### src/rtl/bcd_opg_scheduler.sv
`default_nettype none
// ============================================================================
// Module      : bcd_opg_scheduler
// Description : Shares one serial BCD odd-parity generator between two digit
//               requesters. Arbitrates, clears the generator, shifts the digit
//               in serially, captures the parity bit and returns it with
//               error flags through a response handshake.
// Revision    : 1.0 - initial release
// ============================================================================
module bcd_opg_scheduler #(
    parameter int MSB_FIRST   = 1,  // 1: digit[3] shifted first, 0: digit[0] first
    parameter int ROUND_ROBIN = 1   // 1: alternate on contention, 0: req0 always wins
) (
    input  logic       clock,
    input  logic       reset,        // asynchronous, active-low
    input  logic       req0_valid,
    input  logic [3:0] req0_digit,
    output logic       req0_ready,
    input  logic       req1_valid,
    input  logic [3:0] req1_digit,
    output logic       req1_ready,
    output logic       opg_x,
    output logic       opg_clr_n,
    input  logic       opg_z,
    output logic       rsp_valid,
    input  logic       rsp_ready,
    output logic       rsp_id,
    output logic [3:0] rsp_digit,
    output logic       rsp_parity,
    output logic       rsp_bad_bcd,
    output logic       rsp_mismatch
);

    // ------------------------------------------------------------------------
    // State encoding
    // ------------------------------------------------------------------------
    localparam logic [1:0] c_st_idle  = 2'd0;
    localparam logic [1:0] c_st_clr   = 2'd1;
    localparam logic [1:0] c_st_shift = 2'd2;
    localparam logic [1:0] c_st_resp  = 2'd3;

    localparam logic [1:0] c_last_bit = 2'd3;
    localparam logic [3:0] c_max_bcd  = 4'd9;

    // ------------------------------------------------------------------------
    // Registers
    // ------------------------------------------------------------------------
    logic [1:0] r_state;
    logic [1:0] r_bit_cnt;
    logic       r_last_gnt;
    logic       r_id;
    logic [3:0] r_digit;
    logic       r_parity;
    logic       r_bad_bcd;
    logic       r_mismatch;

    // ------------------------------------------------------------------------
    // Combinational signals
    // ------------------------------------------------------------------------
    logic [1:0] w_next_state;
    logic       w_gnt_any;
    logic       w_gnt_id;
    logic [3:0] w_gnt_digit;
    logic       w_gnt_bad;
    logic       w_accept;
    logic [1:0] w_bit_idx;
    logic       w_exp_parity;

    // ------------------------------------------------------------------------
    // Bit order of the serial stream is fixed at elaboration time
    // ------------------------------------------------------------------------
    generate
        if (MSB_FIRST != 0) begin : g_msb_first
            assign w_bit_idx = c_last_bit - r_bit_cnt;
        end else begin : g_lsb_first
            assign w_bit_idx = r_bit_cnt;
        end
    endgenerate

    // Odd-parity bit the generator is expected to produce for the held digit
    assign w_exp_parity = ~^r_digit;

    // Arbitration: a lone requester always wins; on contention either
    // alternate against the previous winner or favour requester 0.
    always_comb begin
        w_gnt_any = req0_valid | req1_valid;
        w_gnt_id  = 1'b0;
        if (req0_valid && req1_valid) begin
            w_gnt_id = (ROUND_ROBIN != 0) ? ~r_last_gnt : 1'b0;
        end else if (req1_valid) begin
            w_gnt_id = 1'b1;
        end
    end

    assign w_gnt_digit = w_gnt_id ? req1_digit : req0_digit;
    assign w_gnt_bad   = (w_gnt_digit > c_max_bcd);

    // A grant is only issued while no job is outstanding
    assign w_accept    = (r_state == c_st_idle) && w_gnt_any;

    // Ready pulses are suppressed while reset is held so nothing is
    // mistaken for an accept during reset.
    assign req0_ready  = reset & w_accept & ~w_gnt_id;
    assign req1_ready  = reset & w_accept &  w_gnt_id;

    // Generator interface: clear pulse spans the single CLR cycle and also
    // follows the scheduler reset; serial data only driven while shifting.
    assign opg_clr_n   = reset & (r_state != c_st_clr);
    assign opg_x       = (r_state == c_st_shift) & r_digit[w_bit_idx];

    // Response outputs come straight from the job registers
    assign rsp_valid    = (r_state == c_st_resp);
    assign rsp_id       = r_id;
    assign rsp_digit    = r_digit;
    assign rsp_parity   = r_parity;
    assign rsp_bad_bcd  = r_bad_bcd;
    assign rsp_mismatch = r_mismatch;

    // State register
    always_ff @(posedge clock or negedge reset) begin
        if (!reset) begin
            r_state <= c_st_idle;
        end else begin
            r_state <= w_next_state;
        end
    end

    // Next-state logic: bad digits skip the generator entirely
    always_comb begin
        w_next_state = r_state;
        case (r_state)
            c_st_idle: begin
                if (w_accept) begin
                    w_next_state = w_gnt_bad ? c_st_resp : c_st_clr;
                end
            end
            c_st_clr: begin
                w_next_state = c_st_shift;
            end
            c_st_shift: begin
                if (r_bit_cnt == c_last_bit) begin
                    w_next_state = c_st_resp;
                end
            end
            c_st_resp: begin
                if (rsp_ready) begin
                    w_next_state = c_st_idle;
                end
            end
            default: begin
                w_next_state = c_st_idle;
            end
        endcase
    end

    // Job datapath: latch on accept, count bits, capture parity on last bit
    always_ff @(posedge clock or negedge reset) begin
        if (!reset) begin
            r_bit_cnt  <= 2'd0;
            r_last_gnt <= 1'b1;
            r_id       <= 1'b0;
            r_digit    <= 4'd0;
            r_parity   <= 1'b0;
            r_bad_bcd  <= 1'b0;
            r_mismatch <= 1'b0;
        end else begin
            case (r_state)
                c_st_idle: begin
                    if (w_accept) begin
                        r_id       <= w_gnt_id;
                        r_last_gnt <= w_gnt_id;
                        r_digit    <= w_gnt_digit;
                        r_bad_bcd  <= w_gnt_bad;
                        r_parity   <= 1'b0;
                        r_mismatch <= 1'b0;
                    end
                end
                c_st_clr: begin
                    r_bit_cnt <= 2'd0;
                end
                c_st_shift: begin
                    r_bit_cnt <= r_bit_cnt + 2'd1;
                    if (r_bit_cnt == c_last_bit) begin
                        r_parity   <= opg_z;
                        r_mismatch <= (opg_z != w_exp_parity);
                    end
                end
                default: begin
                    // RESP holds every field stable until the handshake
                end
            endcase
        end
    end

endmodule
`default_nettype wire
### config.mk
export PLATFORM = sky130hd
export DESIGN_NAME = bcd_opg_scheduler
export DESIGN_NICKNAME = d
export VERILOG_FILES = /design/src/rtl/bcd_opg_scheduler.sv
export SDC_FILE = /design/constraint.sdc
export NUM_CORES = 1
export LEC_CHECK = 0
export ABC_AREA = 0
export BUFFER_PORTS_ARGS = -buffer_cell sky130_fd_sc_hd__buf_2
export CAP_MARGIN = 20
export CORE_MARGIN = 4
export CORE_UTILIZATION = 51
export CTS_CLUSTER_SIZE = 16
export DETAILED_ROUTE_END_ITERATION = 10
export PLACE_DENSITY = 0.81
export SYNTH_ARGS = -nofsm -noshare
export SYNTH_HDL_FRONTEND = slang
export SYNTH_SLANG_ARGS = --single-unit
### constraint.sdc
create_clock -name clock -period 4.3 [get_ports clock]
set_input_delay 0.86 -clock clock [delete_from_list [all_inputs] [get_ports clock]]
set_output_delay 0.86 -clock clock [all_outputs]
set_load 0.02 [all_outputs]
==> flow_metrics.py <==
metrics = {
    "global_routing": {
        "grtUsageMet3": 0.0345,
        "antenna_found_initial": 0,
        "grtUsageTotal": 0.158,
        "grt-ovfl-total": 0,
        "grt_pass1_vias": 601,
        "use_met1": 0.182,
        "grt-busiest-layer": "met2",
        "grt_pass1_wl_um": 2440,
        "grt_max_degree": 17,
        "grt_use_met2": 0.274,
    },
    "clock_tree": {
        "root_buffer": "clkbuf_4",
        "clock_path_buffers": 2,
        "clk_pin_slew_ns": 0.08,
        "h-tree-depth": 1,
        "clock_latency_ns": 0.27,
        "cts_buffers": 3,
        "cts_tree": "built",
        "post-cts-setup-buffers": 0,
        "clkSinkCount": 13,
        "cts_hold_buf": 0,
        "cts_resized": 0,
    },
    "detailed_routing": {
        "viasPerCell": 5.42,
        "drc": 0,
        "vias": 634,
        "wl_per_cell_um": 12.5,
        "ant_nets": 0,
        "wl_um": 1470,
        "drt_pass1_iterations": 2,
        "drt_first_iter_violations": 2,
    },
    "place": {
        "numPortBuffers": 26,
        "gp_congestion": 0.765,
    },
    "worst_setup_path": {
        "cpMaxStageDelayCell": "dfrtp_1",
        "cp_max_fo": 12,
        "cp.required_ns": 3.44,
        "worstSetupPathType": "flip-flop to primary output",
        "worst-path-buf-inv": 3,
        "r2r_slack_ns": 2.74,
        "crit_path_start_kind": "flip-flop",
        "crit_family": "buffers and inverters",
        "max_stage_delay_ns": 0.42,
        "path_cells": "inv_1 > ha_1 > o21ai_0 > buf_4 > nor3b_1 > buf_2",
        "crit_arrival_ns": 1.78,
        "end_kind": "primary output",
    },
    "power_and_ir_drop": {
        "irDropWorstVdd_mv": 0.425,
        "total_leakage_power_nw": 0.503,
        "finalPower_uw": 675,
        "power.density_nw_per_um2": 705,
    },
    "synth": {
        "yosys.area.top_type": "dfrtp_1",
        "syn_nets": 92,
        "synth_warnings": 0,
        "yosysSeqAreaShare": 0.420,
        "synthesis.instances": 72,
        "synthTopCellsByArea": "dfrtp_1, ha_1, mux2i_1, o21ai_0, mux2_4",
        "synth_edf_count": 0,
        "synthDistinctLibCells": 27,
        "ys_ff_latch": 13,
        "synth_top_area_frac": 0.386,
        "avgSynthCellArea_sq_um": 10.8,
        "async_flop_share": 1.00,
        "syn_area_sq_um": 778,
        "ys.flop_type": "dfrtp_1",
    },
    "sta": {
        "drv_slew": 0,
        "setup_violations": 0,
        "fmax_ghz": 0.379,
        "finalCritPeriodShare": 0.613,
        "skew_ns": 0.00590,
        "worst_pin_slew_ns": 0.329,
        "relSlewSlack": 0.780,
        "setup_tns_ns": 0,
        "period_minus_slack_ns": 2.64,
        "rsz0062_at_grt": "no",
        "timing_hold_violations_final": 0,
    },
    "floorplan": {
        "start_util": 0.570,
        "die_y_um": 47.1,
        "rows": 13,
        "die_area_sq_um": 2220,
        "io_pins": 27,
        "coreArea_sq_um": 1370,
        "dieWidth_um": 47.1,
    },
    "finish": {
        "final_util": 0.701,
        "fillers": 113,
        "drive_gt1_frac": 0.373,
        "synthToLayoutAreaGrowth_pct": 23.0,
        "diodes": 0,
        "nets": 123,
    },
    "worst_hold_path": {
        "hold_path.class": "input port to asynchronous set/reset pin",
    },
    "status": {
        "outcome": "finished, final reports clean",
    },
    "job": {
        "max_cap_viol_count": 0,
    },
}
## worst paths after layout
| path | start | end | cells after the start |
|---|---|---|---|
| min | reset | r_state[0] | 1 |
| min reg2reg | rsp_mismatch | rsp_mismatch | 1 |
| max reg2reg | r_state[1] | r_state[1] | 5 |
| max in group asynchronous | reset | r_last_gnt | 1 |
| max | r_state[1] | req0_ready | 6 |
| min in group clock | rsp_mismatch | rsp_mismatch | 1 |
## registers in the layout, indices dropped and copies added (netlist names)
signal,flops
rsp_digit,4
rsp_bad_bcd,1
r_bit_cnt,2
r_state,2
rsp_id,1
r_last_gnt,1
rsp_mismatch,1
rsp_parity,1
## cells in the final DEF (no fill, tap or decap)
master,n
xnor2_1,3
and3_2,1
dfrtp_1,12
o211ai_1,1
clkbuf_1,1
xor2_1,1
nor3b_1,1
nand2_1,7
nand2b_1,2
mux2_4,2
and2_1,1
a21oi_2,1
nor2_1,3
ha_1,6
a31oi_1,1
and3_1,2
a21boi_4,1
dfstp_2,1
a21oi_1,1
buf_4,1
inv_1,3
clkbuf_4,3
nand3_1,1
a22o_1,2
a22o_2,1
nor2b_1,1
mux4_2,1
o21ai_0,9
mux2i_1,6
buf_2,26
## power breakdown
| part | switching, mW | total (mW) | internal [mW] |
|---|---|---|---|
| Clock | 0.0391 | 0.0750 | 0.0359 |
| Combinational | 0.204 | 0.377 | 0.174 |
| Sequential | 0.0469 | 0.222 | 0.175 |
## metrics by stage
stage / cell area (sq um) / cells / setup WS (ns) / hold WS [ns]
global route: 957 / 117 / 1.50 / 0.479
finish: 957 / 117 / 1.66 / 0.473
global placement: 931 / 113 / 1.80 / 0.470
detailed placement: 931 / 113 / 1.77 / 0.480
CTS: 957 / 117 / 1.66 / 0.476
floorplan: 778 / 72 / 1.74 / 0.504
## cell families after synthesis
logic type,count (synthesis),synth area share
buf+inv,4,0.0193
compound gates,17,0.153
flops,13,0.420
mux,9,0.145
xor+xnor,4,0.0450
simple gates,19,0.122
fa+ha+maj,6,0.0965
## cell usage after synthesis (2+ instances only)
library cell / number
mux2i_1: 6
o21ai_0: 9
nand2_1: 7
nor2_1: 3
xnor2_1: 3
mux2_4: 2
a22o_1: 2
ha_1: 6
nand2b_1: 2
dfrtp_1: 12
inv_1: 3
and3_1: 2
## area by class of cell
type,count,area [sq um],share of cell area
timing repair buffer,27,138,0.144
multi-input combinational,55,437,0.456
inverter,3,11.3,0.0118
tap,15,18.8,0.0196
sequential,13,327,0.341
clock buffer,4,26.3,0.0275
## metal layers
layer / vias to the layer above / wire [um]
li1: 318 / -
met1: 291 / 636
met2: 21 / 706
met3: 4 / 94
met4: 0 / 29
met5: - / 0
(Power assumes the default switching activity.)
